`src/rtl/mul_div_int_pkg.sv`:
```
// Shared encodings for the RV32M multiply/divide unit: funct3 opcodes and FSM states.
package mul_div_int_pkg;

    // RV32M funct3 encodings, shared with the decode stage
    typedef enum logic [2:0] {
        MdMul    = 3'd0,
        MdMulh   = 3'd1,
        MdMulhsu = 3'd2,
        MdMulhu  = 3'd3,
        MdDiv    = 3'd4,
        MdDivu   = 3'd5,
        MdRem    = 3'd6,
        MdRemu   = 3'd7
    } md_op_e;

    typedef enum logic [1:0] {
        StIdle   = 2'd0,
        StCalc   = 2'd1,
        StFinish = 2'd2
    } md_state_e;

    function automatic logic op_is_div(md_op_e op);
        return op inside {MdDiv, MdDivu, MdRem, MdRemu};
    endfunction

    // rs1 is treated as signed
    function automatic logic op1_is_signed(md_op_e op);
        return op inside {MdMulh, MdMulhsu, MdDiv, MdRem};
    endfunction

    // rs2 is treated as signed
    function automatic logic op2_is_signed(md_op_e op);
        return op inside {MdMulh, MdDiv, MdRem};
    endfunction

endpackage

```
`src/rtl/mul_div_sign_fix.sv`:
```
// Final result selection and sign correction for the multiply/divide unit.
// Input is the unsigned magnitude result: a 64-bit product, or {remainder, quotient}.
module mul_div_sign_fix
    import mul_div_int_pkg::*;
#(
    parameter int unsigned XLEN = 32
) (
    input  logic [2:0]        md_op,
    input  logic [2*XLEN-1:0] raw,
    input  logic              neg_res,
    input  logic              neg_rem,
    output logic [XLEN-1:0]   result
);

    logic [2*XLEN-1:0] prod;
    logic [XLEN-1:0]   quot;
    logic [XLEN-1:0]   rem;

    // Apply sign correction and pick the word the opcode asks for
    always_comb begin
        prod   = neg_res ? -raw : raw;
        quot   = neg_res ? -raw[XLEN-1:0] : raw[XLEN-1:0];
        rem    = neg_rem ? -raw[2*XLEN-1:XLEN] : raw[2*XLEN-1:XLEN];
        result = '0;
        unique case (md_op_e'(md_op))
            MdMul:                     result = prod[XLEN-1:0];
            MdMulh, MdMulhsu, MdMulhu: result = prod[2*XLEN-1:XLEN];
            MdDiv, MdDivu:             result = quot;
            MdRem, MdRemu:             result = rem;
            default:                   result = '0;
        endcase
    end

endmodule

```
`src/rtl/mul_div_int.sv`:
```
// Iterative RV32M multiply/divide unit: radix-2 shift-add multiply and restoring
// divide, one iteration per cycle, with a fast path for divide-by-zero and overflow.
module mul_div_int
    import mul_div_int_pkg::*;
#(
    parameter int unsigned XLEN  = 32,
    parameter int unsigned CNT_W = 6
) (
    input  logic            clk,
    input  logic            reset_n,
    input  logic            start,
    input  logic [2:0]      md_op,
    input  logic [XLEN-1:0] op1,
    input  logic [XLEN-1:0] op2,
    output logic [XLEN-1:0] result,
    output logic            busy,
    output logic            done
);

    md_state_e         state_q, state_d;
    md_op_e            op_q, op_d;
    logic [CNT_W-1:0]  cnt_q, cnt_d;
    // Multiply: accumulator. Divide: {remainder, dividend/quotient}.
    logic [2*XLEN-1:0] acc_q, acc_d;
    // Multiply: shifting multiplicand. Divide: divisor in the low word.
    logic [2*XLEN-1:0] mcand_q, mcand_d;
    logic [XLEN-1:0]   mplier_q, mplier_d;
    logic              neg_res_q, neg_res_d;
    logic              neg_rem_q, neg_rem_d;
    logic [XLEN-1:0]   result_q, result_d;
    logic              busy_q, busy_d;
    logic              done_q, done_d;

    logic [2*XLEN-1:0] step_acc;
    logic [2*XLEN-1:0] step_mcand;
    logic [XLEN-1:0]   step_mplier;
    logic [XLEN:0]     trial;
    logic [XLEN-1:0]   fix_result;

    md_op_e            op_in;
    logic              op1_neg, op2_neg;
    logic [XLEN-1:0]   op1_abs, op2_abs;
    logic              div_zero, div_ovf;
    logic [XLEN-1:0]   fast_result;

    // One iteration of the datapath, applied to the current registers
    always_comb begin
        trial       = {acc_q[2*XLEN-1:XLEN], acc_q[XLEN-1]};
        step_acc    = acc_q;
        step_mcand  = mcand_q;
        step_mplier = mplier_q;
        if (op_is_div(op_q)) begin
            if (trial >= {1'b0, mcand_q[XLEN-1:0]}) begin
                step_acc = {trial[XLEN-1:0] - mcand_q[XLEN-1:0], acc_q[XLEN-2:0], 1'b1};
            end else begin
                step_acc = {trial[XLEN-1:0], acc_q[XLEN-2:0], 1'b0};
            end
        end else begin
            step_acc    = acc_q + (mplier_q[0] ? mcand_q : '0);
            step_mcand  = mcand_q << 1;
            step_mplier = mplier_q >> 1;
        end
    end

    mul_div_sign_fix #(
        .XLEN (XLEN)
    ) u_sign_fix (
        .md_op   (op_q),
        .raw     (step_acc),
        .neg_res (neg_res_q),
        .neg_rem (neg_rem_q),
        .result  (fix_result)
    );

    // Operand decode for a new request: magnitudes and the fast-path cases
    always_comb begin
        op_in    = md_op_e'(md_op);
        op1_neg  = op1[XLEN-1] && op1_is_signed(op_in);
        op2_neg  = op2[XLEN-1] && op2_is_signed(op_in);
        op1_abs  = op1_neg ? -op1 : op1;
        op2_abs  = op2_neg ? -op2 : op2;
        div_zero = op_is_div(op_in) && (op2 == '0);
        div_ovf  = (op_in inside {MdDiv, MdRem}) && (op1 == {1'b1, {(XLEN-1){1'b0}}})
                   && (op2 == '1);
        fast_result = '0;
        if (div_zero) begin
            fast_result = (op_in inside {MdDiv, MdDivu}) ? '1 : op1;
        end else if (div_ovf) begin
            fast_result = (op_in == MdDiv) ? op1 : '0;
        end
    end

    // Next-state logic; DONE in the cycle after FINISH keeps START in that cycle ignored
    always_comb begin
        state_d   = state_q;
        op_d      = op_q;
        cnt_d     = cnt_q;
        acc_d     = acc_q;
        mcand_d   = mcand_q;
        mplier_d  = mplier_q;
        neg_res_d = neg_res_q;
        neg_rem_d = neg_rem_q;
        result_d  = result_q;
        done_d    = 1'b0;
        unique case (state_q)
            StIdle: begin
                if (start && !done_q) begin
                    op_d      = op_in;
                    cnt_d     = '0;
                    neg_res_d = op1_neg ^ op2_neg;
                    neg_rem_d = op1_neg;
                    if (div_zero || div_ovf) begin
                        result_d = fast_result;
                        state_d  = StFinish;
                    end else begin
                        state_d = StCalc;
                        if (op_is_div(op_in)) begin
                            acc_d    = {{XLEN{1'b0}}, op1_abs};
                            mcand_d  = {{XLEN{1'b0}}, op2_abs};
                            mplier_d = '0;
                        end else begin
                            acc_d    = '0;
                            mcand_d  = {{XLEN{1'b0}}, op1_abs};
                            mplier_d = op2_abs;
                        end
                    end
                end
            end
            StCalc: begin
                acc_d    = step_acc;
                mcand_d  = step_mcand;
                mplier_d = step_mplier;
                cnt_d    = cnt_q + 1'b1;
                if (cnt_q == CNT_W'(XLEN - 1)) begin
                    result_d = fix_result;
                    state_d  = StFinish;
                end
            end
            StFinish: begin
                done_d  = 1'b1;
                state_d = StIdle;
            end
            default: state_d = StIdle;
        endcase
        busy_d = (state_d != StIdle) || done_d;
    end

    // State and output registers with synchronous active-low reset
    always_ff @(posedge clk) begin
        if (!reset_n) begin
            state_q   <= StIdle;
            op_q      <= MdMul;
            cnt_q     <= '0;
            acc_q     <= '0;
            mcand_q   <= '0;
            mplier_q  <= '0;
            neg_res_q <= 1'b0;
            neg_rem_q <= 1'b0;
            result_q  <= '0;
            busy_q    <= 1'b0;
            done_q    <= 1'b0;
        end else begin
            state_q   <= state_d;
            op_q      <= op_d;
            cnt_q     <= cnt_d;
            acc_q     <= acc_d;
            mcand_q   <= mcand_d;
            mplier_q  <= mplier_d;
            neg_res_q <= neg_res_d;
            neg_rem_q <= neg_rem_d;
            result_q  <= result_d;
            busy_q    <= busy_d;
            done_q    <= done_d;
        end
    end

    assign result = result_q;
    assign busy   = busy_q;
    assign done   = done_q;

endmodule

```
`config.mk`:
```
export PLATFORM = sky130hd
export DESIGN_NAME = mul_div_int
export DESIGN_NICKNAME = d
export VERILOG_FILES = /design/src/rtl/mul_div_int_pkg.sv /design/src/rtl/mul_div_sign_fix.sv /design/src/rtl/mul_div_int.sv
export SDC_FILE = /design/constraint.sdc
export NUM_CORES = 1
export LEC_CHECK = 0
export BUFFER_PORTS_ARGS = -buffer_cell sky130_fd_sc_hd__buf_4
export CAP_MARGIN = 20
export CORE_MARGIN = 2
export CORE_UTILIZATION = 30
export DETAILED_ROUTE_END_ITERATION = 7
export HOLD_SLACK_MARGIN = 0.1
export PLACE_DENSITY = 0.43
export SLEW_MARGIN = 20
export SYNTH_ARGS = -nofsm -noshare
export SYNTH_HDL_FRONTEND = slang
export SYNTH_SLANG_ARGS = --single-unit
```
`constraint.sdc`:
```
create_clock -name clk -period 4.9 [get_ports clk]
set_clock_uncertainty 0.15 [all_clocks]
set_input_delay 0.98 -clock clk [delete_from_list [all_inputs] [get_ports clk]]
set_output_delay 0.98 -clock clk [all_outputs]
set_load 0.05 [all_outputs]
```
==> results_dict.tcl <==
set metrics [dict create \
    die_w_um 275 \
    firstDrtPassIters 6 \
    synth_area_leaders "dfxtp_1, a21oi_1, nand2_1" \
    synth-seq-cells 207 \
    io_buffers 103 \
    root_buffer "clkbuf_16" \
    crit_slowest_cell "or4_4" \
    syn_area_um2 22000 \
    synth_flop_cell "dfxtp_1" \
    drive_gt1_share_pct 34.4 \
    period_needed_ns 5.31 \
    reg2reg_from "mplier_q[0]$_SDFFE_PN0P_" \
    grt-ovfl-total 0 \
    synth-async-reset-ratio_pct 0 \
    status "complete, but fails checks" \
    synthDistinctLibCells 101 \
    dieArea_um2 75500 \
    final_util_pct 45.2 \
    layoutNonFillerInstCount 4926 \
    num_rows 99 \
    hp-class "reg -> reg" \
    end_kind "flop" \
    yosysSeqAreaShare_pct 18.9 \
    vias 29000 \
    critPathMaxStageDelay_ns 0.57 \
    htreeDepth 1 \
    max_freq_ghz 0.188 \
    final_area_um2 32900 \
    clk-insertion-delay-late_ns 0.63 \
    start_util_pct 30.2 \
    clkSinkCount 207 \
    relSlewSlack_pct 11.8 \
    clock_path_buffers 3 \
    preCtsSetupSlack_ns -0.889 \
    violations "setup timing" \
    drt-initial-drc-count 2933 \
    cts_made_buffers 29 \
    place_area_um2 29500 \
    avgViaCountPerCell 5.89 \
    worst_pin_slew_ns 1.32 \
    ant_nets 0 \
    synth-edff-count 0 \
    critPathLaunch "mplier_q[0]$_SDFFE_PN0P_" \
    wire_per_inst_um 26.6 \
    globalplace.congestion 1.02 \
    grt_max_degree 82 \
    rsz0062_at_grt "yes" \
    synth_top_area_share_pct 18.9 \
    critPathMaxFanout 6 \
    num-fill-cells 7483 \
    setup_viol 25 \
    ir_drop_mv 0.283 \
    core_area_um2 72700 \
    slew_violations 0 \
    leakage_nw 13.5 \
    routed_wl_um 131000 \
    grt_pass1_vias 26900 \
    synth_area_per_cell_um2 6.94 \
    dp_cells 4817 \
    grt_first_pass_wirelength_um 184000 \
    worstPathRequired_ns 5.32 \
    synthCells 3166 \
    ios 104 \
    hpwl_um 105000 \
    area_delta_synth_final_pct 49.6 \
    cp.arrival_ns 5.73 \
    synth_area_leader_cell "dfxtp_1" \
    min_from "mplier_q[28]$_SDFFE_PN0P_" \
    clk_pin_slew_ns 0.07 \
    post-route-drc-count 0 \
    period_share_pct 108 \
    grt.total_usage_pct 33.0 \
    fp.dieH_um 275 \
    maxCapViolations 0 \
    startpoint_type "flop" \
    antenna_found_initial 5 \
    powerDensity_nw_per_um2 228 \
    hold_viol 0 \
    fin_ws_ns -0.410 \
    yosysWarnings 0 \
    crit_chain "and2_4 -> ha_4 -> inv_2 -> fa_2 -> nor2b_4 -> o31ai_4 -> a2111o_1 -> a2111oi_4 -> buf_4 -> mux2i_2 -> a311oi_2 -> a211o_1 -> and2_4 -> or4_4 -> buf_12 -> buf_6 -> o41ai_4 -> buf_4 -> xnor2_2 -> nand2_1 -> a21oi_2" \
    crit_type "reg -> reg" \
    cts-hold-fix-buffers 0 \
    cts_tree "built" \
    fin_nets 4116 \
    syn-num-nets 3338 \
]
-- worst max-delay path, delay by kind of cell, from the launching register on --
family	cells	cell delay [ns]
adders and majority gates	2	0.53
DFF	1	0.46
xor gates and xnor gates	1	0.10
AOI/OAI and AO/OA	7	1.88
buffers and inverters	5	0.70
and+or+nand+nor	5	1.19
muxes	1	0.22
-- path summary, 6_finish.rpt --
check	endpoint	cells after the start	slack, ns
setup / recovery	result[22]$_SDFFE_PN0P_	21	-0.41
hold / removal	mplier_q[28]$_SDFFE_PN0P_	2	0.31
setup reg to reg	result[22]$_SDFFE_PN0P_	21	-0.41
hold reg to reg	mplier_q[28]$_SDFFE_PN0P_	2	0.31
-- registers in the layout (all words and copies together) (netlist names) --
name	cells
acc_q	64
busy	1
cnt_q	6
done	1
mcand_q	64
mplier_q	32
neg_rem_q	1
neg_res_q	1
op_q	3
result	32
state_q	2
-- cell usage after synthesis, types with 14 or more instances --
master,n
nand2_1,372
nor2_1,290
a21oi_1,282
o21ai_0,222
dfxtp_1,207
clkbuf_1,180
a211oi_1,111
ha_1,100
nand3_1,99
nor3_1,85
xor2_1,85
xnor2_1,80
inv_1,79
and2_1,78
nand4_1,68
mux2i_1,54
o211ai_1,51
or3_1,48
a31oi_1,43
a21o_1,42
o31ai_1,39
and3_1,31
nor4_1,28
a221oi_1,27
a311oi_1,27
o21a_1,26
buf_1,25
nor2b_1,22
or2_2,22
buf_2,20
nor3b_1,18
o221ai_1,17
or4_1,17
nand2b_1,15
a22oi_1,14
-- cell usage in the layout, fill, tap and decap left out, drive strengths merged, types with 19 or more instances in the layout --
master / count
a211oi: 113
a21o: 42
a21oi: 282
a221oi: 28
a311oi: 27
a31oi: 43
and2: 80
and3: 31
buf: 972
clkbuf: 42
dfxtp: 207
ha: 100
inv: 80
mux2i: 54
nand2: 374
nand3: 100
nand4: 69
nor2: 291
nor2b: 22
nor3: 85
nor4: 30
o211ai: 52
o21a: 26
o21ai: 231
o221ai: 19
o31ai: 39
or2: 23
or3: 48
xnor2: 80
xor2: 85
-- where the power goes --
group          leakage, nW  internal (mW)  switching (mW)  total [mW]
clock network        0.493           1.37           0.951        2.32
registers             1.69           1.78          0.0943        1.87
logic                 11.3           1.37            1.95        3.32
total                 13.5           4.52            2.99        7.51
-- layer usage --
metal / routed length [um] / global-route usage (%) / share of wire (%) / up-vias
met4: 6230 / 12.3 / 4.8 / 4
met5: 26 / 0 / 0.020 / -
li1: - / - / - / 13300
met3: 9700 / 3.61 / 7.4 / 227
met1: 59700 / 47.9 / 46 / 14200
met2: 55500 / 49.7 / 42 / 1240
-- kinds of logic (layout without fill, tap and decap cells) --
| logic type | Yosys count | in the layout | synth area share, % |
|---|---|---|---|
| and+or+nand+nor | 1248 | 1249 | 27.9 |
| other | 0 | 2 | 0 |
| buffers and inverters | 308 | 1106 | 5.45 |
| xor gates and xnor gates | 165 | 165 | 6.57 |
| AOI/OAI and AO/OA | 1071 | 1071 | 32.3 |
| muxes | 65 | 65 | 3.02 |
| adders and majority gates | 102 | 102 | 5.87 |
| DFF | 207 | 207 | 18.9 |
-- final cells by class --
type                    count  area [um^2]  share of cell area (%)
diodes                      2         5.00                  0.0152
repair buffers            975         7700                    23.4
clock buffers              39          813                    2.47
inverters                  79          307                   0.932
flip-flops and latches    207         4160                    12.6
well taps                 959         1200                    3.65
multi-input cells        2652        18500                    56.3
clock inverters            13          183                   0.556
-- repair_timing --
action,CTS,global route
pin swaps,17,133
buffers inserted,8,45
setup endpoints to repair,32,35
hold endpoints to repair,0,0
resized for setup,120,296
gates cloned,0,6
-- per-stage QoR --
step | hold WS [ns] | TNS (ns) | total power [mW]
2_1_floorplan | 0.282 | -0.0195 | 3.27
3_3_place_gp | 0.291 | -18.94 | 4.77
3_5_place_dp | 0.305 | -18.82 | 4.78
4_1_cts | 0.313 | -5.26 | 7.16
5_1_grt | 0.325 | -8.01 | 7.76
6_report | 0.311 | -4.85 | 7.51
Power figures use the tool's default switching activity.
